**config.mk**
```make
export PLATFORM = sky130hd
export DESIGN_NAME = audio_pwm_out
export DESIGN_NICKNAME = d
export VERILOG_FILES = /design/src/rtl/audio_pwm_out.sv
export SDC_FILE = /design/constraint.sdc
export NUM_CORES = 1
export LEC_CHECK = 0
export ABC_AREA = 1
export BUFFER_PORTS_ARGS = -buffer_cell sky130_fd_sc_hd__buf_4
export CORE_MARGIN = 10
export CORE_UTILIZATION = 58
export CTS_CLUSTER_DIAMETER = 40
export DETAILED_ROUTE_END_ITERATION = 12
export PLACE_DENSITY = 0.78
export SYNTH_ARGS = -nofsm -noshare
export SYNTH_HDL_FRONTEND = slang
export SYNTH_SLANG_ARGS = --single-unit
```
**constraint.sdc**
```tcl
create_clock -name clk -period 3 [get_ports clk]
set_input_delay 0 -clock clk [delete_from_list [all_inputs] [get_ports clk]]
set_output_delay 0 -clock clk [all_outputs]
set_load 0.02 [all_outputs]
```
**src/rtl/audio_pwm_out.sv**
```systemverilog
// Audio output stage: buffers unsigned PCM samples in a small FIFO and plays one
// sample per PWM period, with a per-period pacing tick and underrun reporting.
module audio_pwm_out #(
  parameter  int SAMPLE_W   = 8,
  parameter  int FIFO_DEPTH = 4,
  parameter  int UCNT_W     = 8,
  localparam int LVL_W      = $clog2(FIFO_DEPTH + 1)
) (
  input  logic                clk,
  input  logic                rst,
  input  logic                enable,
  input  logic [SAMPLE_W-1:0] in_data,
  input  logic                in_valid,
  output logic                in_ready,
  output logic                aud_pwm,
  output logic                aud_sd,
  output logic                period_tick,
  output logic                underrun,
  output logic [UCNT_W-1:0]   underrun_cnt,
  output logic [LVL_W-1:0]    fifo_level
);

  localparam int                  PTR_W    = $clog2(FIFO_DEPTH);
  localparam logic [SAMPLE_W-1:0] CNT_MAX  = '1;
  localparam logic [LVL_W-1:0]    LVL_FULL = LVL_W'(FIFO_DEPTH);

  logic [SAMPLE_W-1:0] mem_q [FIFO_DEPTH];
  logic [PTR_W-1:0]    wr_ptr_q, wr_ptr_d;
  logic [PTR_W-1:0]    rd_ptr_q, rd_ptr_d;
  logic [LVL_W-1:0]    level_q, level_d;
  logic [SAMPLE_W-1:0] cnt_q, cnt_d;
  logic [SAMPLE_W-1:0] duty_q, duty_d;
  logic [UCNT_W-1:0]   ucnt_q, ucnt_d;
  logic                pwm_q, pwm_d;
  logic                sd_q;

  logic full, empty, boundary, push, pop, under;

  assign full     = (level_q == LVL_FULL);
  assign empty    = (level_q == '0);
  // Gating with rst keeps the combinational pulses quiet during a mid-period reset.
  assign boundary = enable && !rst && (cnt_q == CNT_MAX);
  assign push     = in_valid && !full && !rst;
  assign pop      = boundary && !empty;
  assign under    = boundary && empty;

  // NOTE: every signal assigned here gets a default first, so no latch is inferred.
  always_comb begin
    cnt_d    = enable ? cnt_q + SAMPLE_W'(1) : '0;
    duty_d   = duty_q;
    wr_ptr_d = wr_ptr_q;
    rd_ptr_d = rd_ptr_q;
    level_d  = level_q;
    ucnt_d   = ucnt_q;
    pwm_d    = enable && (cnt_q < duty_q);

    if (!enable) begin
      duty_d = '0;
    end else if (pop) begin
      duty_d = mem_q[rd_ptr_q];
    end

    if (push) wr_ptr_d = wr_ptr_q + PTR_W'(1);
    if (pop)  rd_ptr_d = rd_ptr_q + PTR_W'(1);

    case ({push, pop})
      2'b10:   level_d = level_q + LVL_W'(1);
      2'b01:   level_d = level_q - LVL_W'(1);
      default: level_d = level_q;
    endcase

    if (under && (ucnt_q != '1)) ucnt_d = ucnt_q + UCNT_W'(1);
  end

  // NOTE: sequential state uses non-blocking assignments so all registers update together.
  always_ff @(posedge clk) begin
    if (rst) begin
      wr_ptr_q <= '0;
      rd_ptr_q <= '0;
      level_q  <= '0;
      cnt_q    <= '0;
      duty_q   <= '0;
      ucnt_q   <= '0;
      pwm_q    <= 1'b0;
      sd_q     <= 1'b0;
    end else begin
      wr_ptr_q <= wr_ptr_d;
      rd_ptr_q <= rd_ptr_d;
      level_q  <= level_d;
      cnt_q    <= cnt_d;
      duty_q   <= duty_d;
      ucnt_q   <= ucnt_d;
      pwm_q    <= pwm_d;
      sd_q     <= enable;
    end
  end

  // NOTE: the sample storage is not reset; the level and pointers alone define validity.
  always_ff @(posedge clk) begin
    if (push) mem_q[wr_ptr_q] <= in_data;
  end

  assign in_ready     = !full;
  assign aud_pwm      = pwm_q;
  assign aud_sd       = sd_q;
  assign period_tick  = boundary;
  assign underrun     = under;
  assign underrun_cnt = ucnt_q;
  assign fifo_level   = level_q;

endmodule

```
Word-level counts from Yosys, hierarchy flattened
Memory sizes are Yosys's and may differ from the RTL's. A register that Yosys moved wholly into a read port is not among the register bits.
Index checks and enable logic that the tools add are counted.
- $add $sub $neg: 6
- multipliers: 0
- divide/modulo/power cells: 0
- $lt $le $gt $ge: 1
- equality and inequality tests: 5
- shift-type cells: 0
- multiplexer cells: 3
- bitwise gates (word level): 1
- reductions and logical operators: 14
- operators with widths (cell ; number):
    $add A8 B1 Y8 const B ; 2
    $eq A8 B8 Y1 const B ; 1
    $logic_and A1 B1 Y1 ; 8
    $lt A8 B8 Y1 ; 1
    $ne A8 B8 Y1 const B ; 1
    $pmux W3 S2 ; 1
    $add A2 B1 Y2 const B ; 2
    $add A3 B1 Y3 const B ; 1
    $eq A3 B3 Y1 const B ; 1
    $logic_not A1 Y1 ; 3
    $logic_not A3 Y1 ; 1
    $sub A3 B1 Y3 const B ; 1
    $eq A2 B1 Y1 const B ; 1
    $eq A2 B2 Y1 const B ; 1
    $mux W1 ; 2
    $reduce_bool A2 Y1 ; 1
    $reduce_or A2 Y1 ; 1
    $not A1 Y1 ; 1
- bits in registers: 25
- bits in latches: 0
- bits in writable memories: 32
- ROM bits: 0
- input port bits: 12
- output and inout port bits: 16
- word-level logic and storage cells: 38
- memories: 1
- memories (name ; words ; bits a word ; rd ports ; clocked after memory_dff ; write ports ; line ; source):
    mem_q ; 4 ; 8 ; 1 ; 1 ; 1 ; 27 ; logic [SAMPLE_W-1:0] mem_q [FIFO_DEPTH];

Longest topological paths before layout
- depth in word-level cells: 6
- mapped depth: 13
- depth with buffers taken out: 12

Worst setup path after synthesis
No wires, ideal clock.
- path type: register to register
- start point: register cnt_q[0]
- end point: register level_q[2], in the netlist fifo_level[2]
- library setup time: 122 ps
- arrival: 2087 ps
- data required time: 2878 ps
- setup slack: 791 ps
- cell stages (with the launch flop): 14
- path buffers: 1
- clock period less this slack: 2209 ps
- cell sequence: dfxtp_1 ha_1 nand2_1 nor2_1 nand3_4 nor2_4 buf_6 ha_1 inv_1 fa_1 a21oi_1 o21ai_0 o21ai_0 a21oi_1
- cells in the longest elaborated chain, start to end: 5
- elaborated cells between the ends (all ways): 7
- classes of those cells: eq/ne: 3; mux: 1; reduce/logical: 3
- ends and longest elaborated chain (item ; line ; source):
    from (decl) ; 31 ; logic [SAMPLE_W-1:0] cnt_q, cnt_d;
    from (signal assigned) ; 90 ; cnt_q <= cnt_d;
    $eq A8 B8 Y1 (*) ; 42 ; assign boundary = enable && !rst && (cnt_q == CNT_MAX);
    $logic_and A1 B1 Y1 (*) ; 42 ;
    $logic_and A1 B1 Y1 (*) ; 44 ; assign pop = boundary && !empty;
    net pop ; 37 ; logic full, empty, boundary, push, pop, under;
    $eq A2 B1 Y1 or $eq A2 B2 Y1 (tied branches) ; 66 ; case ({push, pop})
    $pmux W3 S2 or $reduce_bool A2 Y1 (tied branches) ; - ;
    to (signal assigned) ; 89 ; level_q <= level_d;
    to (decl) ; 30 ; logic [LVL_W-1:0] level_q, level_d;
Mark *: on every way through the listed nets, which the timed path passes. The rest lies on a longest branch.
A chain may end at the register's enable or synchronous reset.

Worst setup path after layout
- start point: register cnt_q[0]
- end point: register level_q[2], in the netlist fifo_level[2]
- cells in the longest elaborated chain, start to end: 5
- elaborated cells between the ends (all ways): 7
- classes of those cells: eq/ne: 3; mux: 1; reduce/logical: 3
- ends and longest elaborated chain (item ; line):
    $eq A8 B8 Y1 (*) ; 42
    $logic_and A1 B1 Y1 (*) ; 42
    $logic_and A1 B1 Y1 (*) ; 44
    $eq A2 B1 Y1 or $eq A2 B2 Y1 (tied branches) ; 66
    $pmux W3 S2 or $reduce_bool A2 Y1 (tied branches) ; -
Mark *: on every way between the ends. The rest lies on a longest branch, timed or not.

==> flow_metrics.py <==
metrics = {
    "outcome": {
        "status": "complete, no violations",
    },
    "detailed_routing": {
        "routed.top_layer": "met4",
        "totalWireLength_mm": 5.911,
        "drc": 0,
        "route.met2.wl_mm": 2.819,
        "wl_met1_mm": 2.657,
        "routed-wl-met3_microns": 344,
        "drt.antenna.violating_nets": 0,
        "num_vias": 2282,
        "drtIter0Drc": 169,
        "drtPass1Iterations": 5,
        "viasPerCell": 5.140,
        "wl_per_cell_microns": 13.31,
    },
    "logic_synthesis": {
        "yosys_warnings": 0,
        "syn_area_per_cell_sq_um": 8.971,
        "seq_area_frac_synth_pct": 54.78,
        "syn-cell-area_sq_um": 2960,
        "syn-num-nets": 357,
        "synth_area_leader_cell": "edfxtp_1",
        "yosys_most_used_dff": "dfxtp_1",
        "ys_async_sr_fraction_pct": 0,
        "synthTopCellsByArea": "edfxtp_1 32%, dfxtp_1 22%, nor2_1 9.9%",
        "synth_cell_types": 26,
        "synth_top_cells_by_count": "78 x nor2_1, 37 x inv_1, 37 x o21ai_0, 34 x nand2_1, 33 x dfxtp_1",
        "synthCells": 330,
        "synth_edf_count": 32,
        "ys_ff_latch": 65,
        "synth.most_common_cell": "nor2_1",
        "yosysTopAreaCellShare_pct": 32.46,
    },
    "sta": {
        "slew_headroom_pct": 48.66,
        "clock_skew_ns": 0.009259,
        "drv_slew": 0,
        "finalSetupViolCount": 0,
        "fmaxAchievable_mhz": 397.7,
        "fin_crit_ns": 2.514,
        "tightest_slew_ns": 0.7672,
        "rsz0062_at_grt": "no",
        "min_period_over_period_pct": 83.81,
        "finalHoldViolCount": 0,
        "setup_tns_ns": 0,
    },
    "pwr": {
        "p_switching_uw": 398.9,
        "pwr-share-seq_pct": 51.6,
        "p_int_mw": 1.453,
        "cellLeakagePower_nw": 1.399,
        "switching_share_pct": 21.54,
        "p_per_area_nw_per_um2": 525.3,
        "pwr-share-clk_pct": 43.5,
        "combPwrFrac_pct": 4.9,
        "peakVddDrop_mv": 0.3839,
    },
    "worst_setup_path": {
        "arrival_ns": 2.74,
        "slowest_stage": "fa_1",
        "crit_fanout": 12,
        "crit_path_cell_trace": "ha_1 -> nand2_1 -> nor2_1 -> nand3_4 -> nor2_4 -> ha_1 -> inv_1 -> fa_1 -> a21oi_1 -> o21ai_0 -> o21ai_0 -> a21oi_1",
        "critPathKind": "flip-flop to flip-flop",
        "cp.required_ns": 3.22,
        "start_kind": "flip-flop",
        "max_stage_delay_ns": 0.38,
        "endpoint_kind": "flip-flop",
    },
    "grt": {
        "grt_first_pass_wirelength_mm": 10.37,
        "grt_pass1_vias": 2249,
        "track_usage_pct": 15.26,
        "antenna_found_initial": 0,
        "grt_overflow": 0,
        "grt_max_degree": 19,
    },
    "finish": {
        "antenna_cells": 0,
        "area_growth_pct": 19.10,
        "fillers": 368,
        "drive_above_1_share_pct": 14.59,
        "nets": 399,
        "final_util_pct": 72.72,
    },
    "clock_tree": {
        "cts.repair.resized": 0,
        "htree_levels": 3,
        "cts_sinks": 65,
        "clock_latency_ns": 0.34,
        "clockRootBuffer": "clkbuf_8",
        "clkTransAtPathRegs_ns": 0.08,
        "post_cts_buffers": 0,
        "cts_tree": "done",
        "clockBufferDepth": 2,
        "numCtsBuffers": 9,
        "cts_hold_buf": 11,
    },
    "die": {
        "rows": 25,
        "io_pins": 28,
        "die_x_microns": 91.44,
        "fp.coreArea_sq_um": 4848,
        "start_util_pct": 61.06,
        "die-area_sq_um": 8361,
        "fp.dieH_microns": 91.44,
    },
    "hold_path": {
        "min-delay-path-class": "input port to flip-flop",
    },
    "place": {
        "port_buffers": 27,
        "hpwl_mm": 4.027,
        "place.gp.congestion": 0.8638,
    },
    "job": {
        "drv_cap": 0,
    },
}
## power groups by stage
stage / combinational (mW) / clock (mW) / sequential [mW]
3_5_place_dp: 0.0801 / 0 / 0.976
2_1_floorplan: 0.0444 / 0 / 0.977
4_1_cts: 0.0920 / 0.814 / 0.956
5_1_grt: 0.103 / 0.861 / 0.957
6_report: 0.0913 / 0.805 / 0.956
3_3_place_gp: 0.0769 / 0 / 0.975
## flip-flops by register name, indices dropped and copies added, names as in the netlist
| register | flops |
|---|---|
| aud_sd | 1 |
| wr_ptr_q | 2 |
| underrun_cnt | 8 |
| duty_q | 8 |
| rd_ptr_q | 2 |
| cnt_q | 8 |
| fifo_level | 3 |
| aud_pwm | 1 |
| mem_q | 32 |
## metal layers
metal,vias up,GRT usage (%)
met5,-,0
met4,0,6.397
met3,7,4.774
met2,59,24.41
met1,1050,18.54
li1,1166,-
## cells in the final DEF (no fill, tap or decap), drive strengths merged
cell          n
buf          29
a21oi        19
nand2        36
clkinv        2
fa            1
nand3        18
dfxtp        33
dlygate4sd3  11
a211oi        2
nor3          4
o21ai        41
bufinv        2
ha           14
clkbuf        9
nor2         80
xor2          1
inv          40
clkinvlp      3
edfxtp       32
## kinds of logic (layout without fill, tap and decap cells)
group | after synthesis | in the layout | synth area share (%)
XOR/XNOR | 1 | 1 | 0.2959
buffers and inverters | 49 | 96 | 7.354
AND/OR/NAND/NOR | 138 | 138 | 20.08
AO/OA/AOI/OAI | 62 | 62 | 10.90
adder cells (fa/ha/maj) | 15 | 15 | 6.594
flip-flops | 65 | 65 | 54.78
## critical path: cells and delay by family (launching register included)
| kind | cells | cell delay [ns] |
|---|---|---|
| AOI/OAI and AO/OA | 4 | 0.50 |
| adders and majority gates | 3 | 0.80 |
| DFF | 1 | 0.37 |
| and+or+nand+nor | 4 | 0.66 |
| buffers and inverters | 1 | 0.07 |
## final timing paths
kind | from | endpoint | slack [ns] | cells past startpoint
min reg2reg | cnt_q[0]$_SDFF_PP0_ | cnt_q[0]$_SDFF_PP0_ | 0.46 | 1
min | in_data[7] | mem_q[0][7]$_DFFE_PP_ | 0.40 | 2
max reg2reg | cnt_q[0]$_SDFF_PP0_ | fifo_level[2]$_SDFFE_PP0P_ | 0.49 | 12
max | cnt_q[0]$_SDFF_PP0_ | fifo_level[2]$_SDFFE_PP0P_ | 0.49 | 12
## cell type report
type / instances / area (sq um) / share of cell area, %
Sequential cell: 65 / 1622 / 45.99
Timing Repair Buffer: 40 / 327.8 / 9.297
Clock inverter: 7 / 95.09 / 2.697
Clock buffer: 9 / 123.9 / 3.513
Tap cell: 67 / 83.83 / 2.378
Inverter: 40 / 152.6 / 4.329
Multi-Input combinational cell: 216 / 1121 / 31.80
## stage by stage
stage / total power [mW] / instance area [sq um] / hold slack (ns) / instances / worst slack, ns
6_report: 1.852 / 3526 / 0.3994 / 444 / 0.4857
4_1_cts: 1.862 / 3526 / 0.3818 / 444 / 0.5016
3_5_place_dp: 1.056 / 3197 / 0.1938 / 417 / 0.5175
2_1_floorplan: 1.022 / 2960 / 0.06244 / 330 / 0.7913
3_3_place_gp: 1.052 / 3197 / 0.1951 / 417 / 0.6441
5_1_grt: 1.921 / 3526 / 0.3939 / 444 / 0.2790
No activity file was read; power rests on OpenSTA's default activity.
